[config.mk]
export PLATFORM = sky130hd
export DESIGN_NAME = alu_cmd_sequencer
export DESIGN_NICKNAME = d
export VERILOG_FILES = /design/src/rtl/alu_pkg.sv /design/src/rtl/alu_cmd_sequencer.sv
export SDC_FILE = /design/constraint.sdc
export NUM_CORES = 1
export LEC_CHECK = 0
export CAP_MARGIN = 10
export CORE_UTILIZATION = 53
export CTS_CLUSTER_SIZE = 40
export DETAILED_ROUTE_END_ITERATION = 10
export PLACE_DENSITY = 0.95
export SLEW_MARGIN = 15
export SYNTH_ARGS = -nofsm -noshare
export SYNTH_HDL_FRONTEND = slang
export SYNTH_SLANG_ARGS = --single-unit
[constraint.sdc]
create_clock -name clk -period 4.6 [get_ports clk]
set_input_delay 0.92 -clock clk [delete_from_list [all_inputs] [get_ports clk]]
set_output_delay 0.92 -clock clk [all_outputs]
set_load 0.05 [all_outputs]
[src/rtl/alu_pkg.sv]
// Shared definitions for the ALU command sequencer: opcodes, FSM states and
// the opcode-to-strobe decoder.
package alu_pkg;

    localparam logic [2:0] OP_CMP = 3'd0;
    localparam logic [2:0] OP_ADD = 3'd1;
    localparam logic [2:0] OP_SUB = 3'd2;
    localparam logic [2:0] OP_DIV = 3'd3;
    localparam logic [2:0] OP_MUL = 3'd4;

    typedef enum logic [2:0] {
        IDLE,
        LDA,
        GAPA,
        LDB,
        GAPB,
        EXEC,
        RESP
    } seqState_t;

    // Bit index equals opcode: [0]=Cmp [1]=Add [2]=Sub [3]=Div [4]=Mul.
    // Illegal opcodes decode to all-zero.
    function automatic logic [4:0] op_to_onehot(input logic [2:0] op);
        op_to_onehot = 5'b00000;
        if (op <= OP_MUL) op_to_onehot = 5'b00001 << op;
    endfunction

endpackage

[src/rtl/alu_cmd_sequencer.sv]
// Command sequencer for the 4-bit ALU datapath: loads both operands with
// separated single-cycle strobes, fires one op strobe, captures Y and responds.
module alu_cmd_sequencer
    import alu_pkg::*;
#(
    parameter int SETTLE_CYCLES = 2,
    parameter int CNT_W         = 16
) (
    input  logic             clk,
    input  logic             rst_n,
    input  logic             cmd_valid,
    output logic             cmd_ready,
    input  logic [2:0]       cmd_op,
    input  logic [3:0]       cmd_a,
    input  logic [3:0]       cmd_b,
    output logic [3:0]       Datain,
    output logic             ldA,
    output logic             ldB,
    output logic             aCmp,
    output logic             aAdd,
    output logic             aSub,
    output logic             aDiv,
    output logic             aMul,
    input  logic [7:0]       Y,
    output logic             res_valid,
    input  logic             res_ready,
    output logic [7:0]       res_data,
    output logic [2:0]       res_op,
    output logic             res_err,
    output logic             busy,
    output logic [CNT_W-1:0] done_count
);

    localparam logic [3:0] SETTLE_LOAD = 4'(SETTLE_CYCLES - 1);

    seqState_t  state;
    logic [2:0] opReg;
    logic [3:0] bReg;
    logic [3:0] settleCnt;
    logic [4:0] strobeReg;

    logic cmdBad;
    assign cmdBad = (cmd_op > OP_MUL) || (cmd_op == OP_DIV && cmd_b == 4'd0);

    // Gated by rst_n so the channel reads not-ready only while reset is held.
    assign cmd_ready = rst_n && (state == IDLE);
    assign busy      = (state != IDLE);
    assign {aMul, aDiv, aSub, aAdd, aCmp} = strobeReg;

    // NOTE: every register here is assigned with <= so all updates in this
    // block see pre-edge values; blocking = would chain updates within a cycle.
    always_ff @(posedge clk or negedge rst_n) begin
        if (!rst_n) begin
            state      <= IDLE;
            opReg      <= 3'd0;
            bReg       <= 4'd0;
            settleCnt  <= 4'd0;
            strobeReg  <= 5'b00000;
            Datain     <= 4'd0;
            ldA        <= 1'b0;
            ldB        <= 1'b0;
            res_valid  <= 1'b0;
            res_data   <= 8'd0;
            res_op     <= 3'd0;
            res_err    <= 1'b0;
            done_count <= '0;
        end else begin
            case (state)
                IDLE: begin
                    if (cmd_valid) begin
                        opReg <= cmd_op;
                        bReg  <= cmd_b;
                        if (cmdBad) begin
                            // Error path never touches the datapath pins.
                            state    <= RESP;
                            res_err  <= 1'b1;
                            res_data <= 8'd0;
                            res_op   <= cmd_op;
                        end else begin
                            state  <= LDA;
                            Datain <= cmd_a;
                            ldA    <= 1'b1;
                        end
                    end
                end
                LDA: begin
                    ldA   <= 1'b0;
                    state <= GAPA;
                end
                GAPA: begin
                    Datain <= bReg;
                    ldB    <= 1'b1;
                    state  <= LDB;
                end
                LDB: begin
                    ldB   <= 1'b0;
                    state <= GAPB;
                end
                GAPB: begin
                    strobeReg <= op_to_onehot(opReg);
                    settleCnt <= SETTLE_LOAD;
                    state     <= EXEC;
                end
                EXEC: begin
                    if (settleCnt == 4'd0) begin
                        strobeReg <= 5'b00000;
                        Datain    <= 4'd0;
                        res_data  <= Y;
                        res_op    <= opReg;
                        res_err   <= 1'b0;
                        res_valid <= 1'b1;
                        state     <= RESP;
                    end else begin
                        settleCnt <= settleCnt - 4'd1;
                    end
                end
                RESP: begin
                    // An error response arrives with res_valid low and raises it one edge later.
                    if (!res_valid) begin
                        res_valid <= 1'b1;
                    end else if (res_ready) begin
                        res_valid  <= 1'b0;
                        done_count <= done_count + CNT_W'(1);
                        state      <= IDLE;
                    end
                end
                default: state <= IDLE;
            endcase
        end
    end

endmodule

==> results.sh <==
export IMPL_p_int_mw=1.17
export IMPL_cts_hold_buf=0
export IMPL_antenna_found_initial=0
export IMPL_hpwlAfterDp_um=3950
export IMPL_die_area_sq_mm=0.00517
export IMPL_worstMarginPinSlew_ns=0.683
export IMPL_routed_wl_um=5370
export IMPL_grtUsageTotal_pct=22.9
export IMPL_fp_row_count=25
export IMPL_start_util_pct=54.8
export IMPL_synthesis_area_sq_mm=0.00259
export IMPL_outcome="finished clean"
export IMPL_placed_area_sq_mm=0.00326
export IMPL_clockBufferDepth=2
export IMPL_startpoint_type="flip-flop"
export IMPL_yosys_area_top_type_share_pct=52.2
export IMPL_yosysSeqAreaShare_pct=52.2
export IMPL_routed_via_density=5.47
export IMPL_fin_skew_ns=0.00388
export IMPL_async_flop_share_pct=100
export IMPL_drv_slew=0
export IMPL_setup_viol=0
export IMPL_ys_types=47
export IMPL_grt_max_degree=55
export IMPL_die_width_um=71.9
export IMPL_io_pins=65
export IMPL_maxCapViolations=0
export IMPL_vdd_ir_drop_worst_mv=0.438
export IMPL_cts_sinks=54
export IMPL_pwr_share_clk_pct=11.3
export IMPL_ys_ff_latch=54
export IMPL_final_fill_count=324
export IMPL_cts_resized=0
export IMPL_holdCritPathClass="reg2reg"
export IMPL_fin_crit_sh_pct=73.3
export IMPL_cp_max_fo=19
export IMPL_overflow=0
export IMPL_place_gp_congestion=0.925
export IMPL_power_leakage_nw=1.48
export IMPL_syn2layout_area_growth_pct=29.1
export IMPL_clockRootBuffer="clkbuf_8"
export IMPL_finalSetupTns_ns=0
export IMPL_p_switching_uw=986
export IMPL_grt_pass1_wl_um=9110
export IMPL_critPathKind="reg2out"
export IMPL_finalHoldViolations=0
export IMPL_nets=313
export IMPL_cts_tree="built"
export IMPL_sequentialPowerShare_pct=37.4
export IMPL_design_area_sq_mm=0.00334
export IMPL_drt_iter0_drc=124
export IMPL_drt_pass1_iter_count=4
export IMPL_coreArea_sq_mm=0.00472
export IMPL_die_y_um=71.9
export IMPL_drive_gt1_share_pct=10.1
export IMPL_diodes=0
export IMPL_final_util_pct=70.8
export IMPL_min_period_ns=3.37
export IMPL_power_density_mw_per_mm2=643
export IMPL_worstPathArrival_ns=2.45
export IMPL_ys_warn_count=0
export IMPL_cp_required_ns=3.68
export IMPL_yosysTopAreaCell="dfrtp_1"
export IMPL_grt_pass1_vias=1912
export IMPL_synth_area_per_cell_sq_um=11.5
export IMPL_rsz0062_at_grt="no"
export IMPL_fmax_mhz=296
export IMPL_power_frac_comb_pct=51.3
export IMPL_syn_nets=251
export IMPL_ys_flop_type="dfrtp_1"
export IMPL_htree_levels=2
export IMPL_relSlewSlack_pct=54.4
export IMPL_drc_errors=0
export IMPL_clk_pin_slew_worst_paths_ns=0.08
export IMPL_postRouteAntennaNets=0
export IMPL_switching_share_pct=45.8
export IMPL_synthCells=226
export IMPL_postCtsSetupBuffers=0
export IMPL_vias=1943
export IMPL_wl_per_cell_um=15.1
export IMPL_cp_end_kind="output port"
export IMPL_numCtsBuffers=5
export IMPL_io_buffers=64
export IMPL_yosys_top_cells_area="dfrtp_1 (52%), nand2_1 (3.6%), xnor2_1 (3.4%), mux2_2 (3.0%), a22o_1 (2.7%)"
export IMPL_clk_latency_ns=0.30
export IMPL_synth_edf_count=0
==> per-stage QoR <==
step / hold slack, ns / instances / worst slack [ns] / power (mW)
6_report: 0.496 / 355 / 1.23 / 2.15
3_5_place_dp: 0.480 / 348 / 1.56 / 1.91
3_3_place_gp: 0.463 / 348 / 1.61 / 1.88
4_1_cts: 0.500 / 355 / 1.23 / 2.17
2_1_floorplan: 0.469 / 226 / 2.28 / 1.59
5_1_grt: 0.519 / 355 / 1.09 / 2.28
==> cells in the final DEF (no fill, tap or decap), types with 5 or more instances in the layout <==
| cell type | instances |
|---|---|
| clkbuf_8 | 5 |
| nor2_1 | 11 |
| nand2_1 | 25 |
| nor3_1 | 5 |
| clkdlybuf4s50_1 | 63 |
| dfrtp_1 | 54 |
| a21oi_1 | 9 |
| nand3_1 | 14 |
| xnor2_1 | 10 |
| a22o_1 | 8 |
| mux2_1 | 6 |
| mux2_2 | 7 |
| xor2_1 | 7 |
| inv_1 | 5 |
==> flip-flops by register name, indices dropped and copies added, names as in the netlist <==
| register | flops |
|---|---|
| ldB | 1 |
| res_op | 3 |
| Datain | 4 |
| done_count | 16 |
| res_err | 1 |
| settleCnt | 4 |
| res_data | 8 |
| state | 3 |
| bReg | 4 |
| strobeReg | 5 |
| res_valid | 1 |
| opReg | 3 |
| ldA | 1 |
==> layer usage <==
metal	share of wire [%]	up-vias	global-route usage [%]
li1	-	925	-
met1	44	943	30.8
met2	50	65	37.3
met3	4.3	10	4.86
met4	1.5	0	7.63
met5	0	-	0
==> path summary, 6_finish.rpt <==
| kind | start | end | slack (ns) | cells past startpoint |
|---|---|---|---|---|
| max | state[2]$_DFFE_PN0P_ | cmd_ready | 1.23 | 3 |
| min | Datain[0]$_DFFE_PN0P_ | Datain[0]$_DFFE_PN0P_ | 0.50 | 1 |
| max reg2reg | settleCnt[0]$_DFFE_PN0P_ | Datain[3]$_DFFE_PN0P_ | 2.56 | 6 |
| min reg2reg | Datain[0]$_DFFE_PN0P_ | Datain[0]$_DFFE_PN0P_ | 0.50 | 1 |
| max in group asynchronous | rst_n | done_count[0]$_DFFE_PN0P_ | 3.40 | 2 |
| min in group asynchronous | rst_n | ldA$_DFFE_PN0P_ | 0.77 | 2 |
==> cell usage after synthesis (2+ instances only) <==
cell type / n
a21oi_1: 9
a22o_1: 8
and2_1: 3
and3_1: 4
buf_2: 6
clkbuf_1: 3
dfrtp_1: 54
ha_1: 2
inv_1: 5
mux2_1: 6
mux2_2: 7
mux2_4: 2
nand2_1: 25
nand2b_1: 3
nand3_1: 14
nand3b_1: 3
nand3b_4: 2
nand4_1: 4
nor2_1: 11
nor3_1: 5
o211ai_1: 2
o21ai_0: 2
o21ai_1: 4
o32ai_1: 4
xnor2_1: 10
xor2_1: 7
==> logic make-up (layout without fill, tap and decap cells) <==
family	after synthesis	after routing	share of synthesized area, %
simple gates	85	85	19.8
xor+xnor	17	17	5.75
compound gates	36	36	11.3
buf+inv	16	78	2.90
fa+ha+maj	2	2	0.966
flops	54	54	52.2
mux	16	16	7.20
==> cell type report <==
type,instances,area [sq um],share of cell area [%]
flip-flops and latches,54,1350,40.4
multi-input cells,156,1160,34.8
inverters,6,22.5,0.673
repair buffers,65,643,19.2
clock inverters,1,7.51,0.224
well taps,67,83.8,2.51
clock buffers,6,72.6,2.17
==> power groups by stage <==
stage	registers, mW	clock network [mW]	logic, mW
floorplan	1.07	0	0.519
global placement	0.801	0	1.08
detailed placement	0.808	0	1.11
CTS	0.801	0.254	1.11
global route	0.829	0.271	1.18
finish	0.804	0.243	1.10
==> worst max-delay path, stage by stage, from the launching register on <==
cell	delay [ns]
dfrtp_1	0.64
nor3_1	0.51
and2_1	0.19
clkdlybuf4s50_1	0.81
No activity file was read; power rests on OpenSTA's default activity.
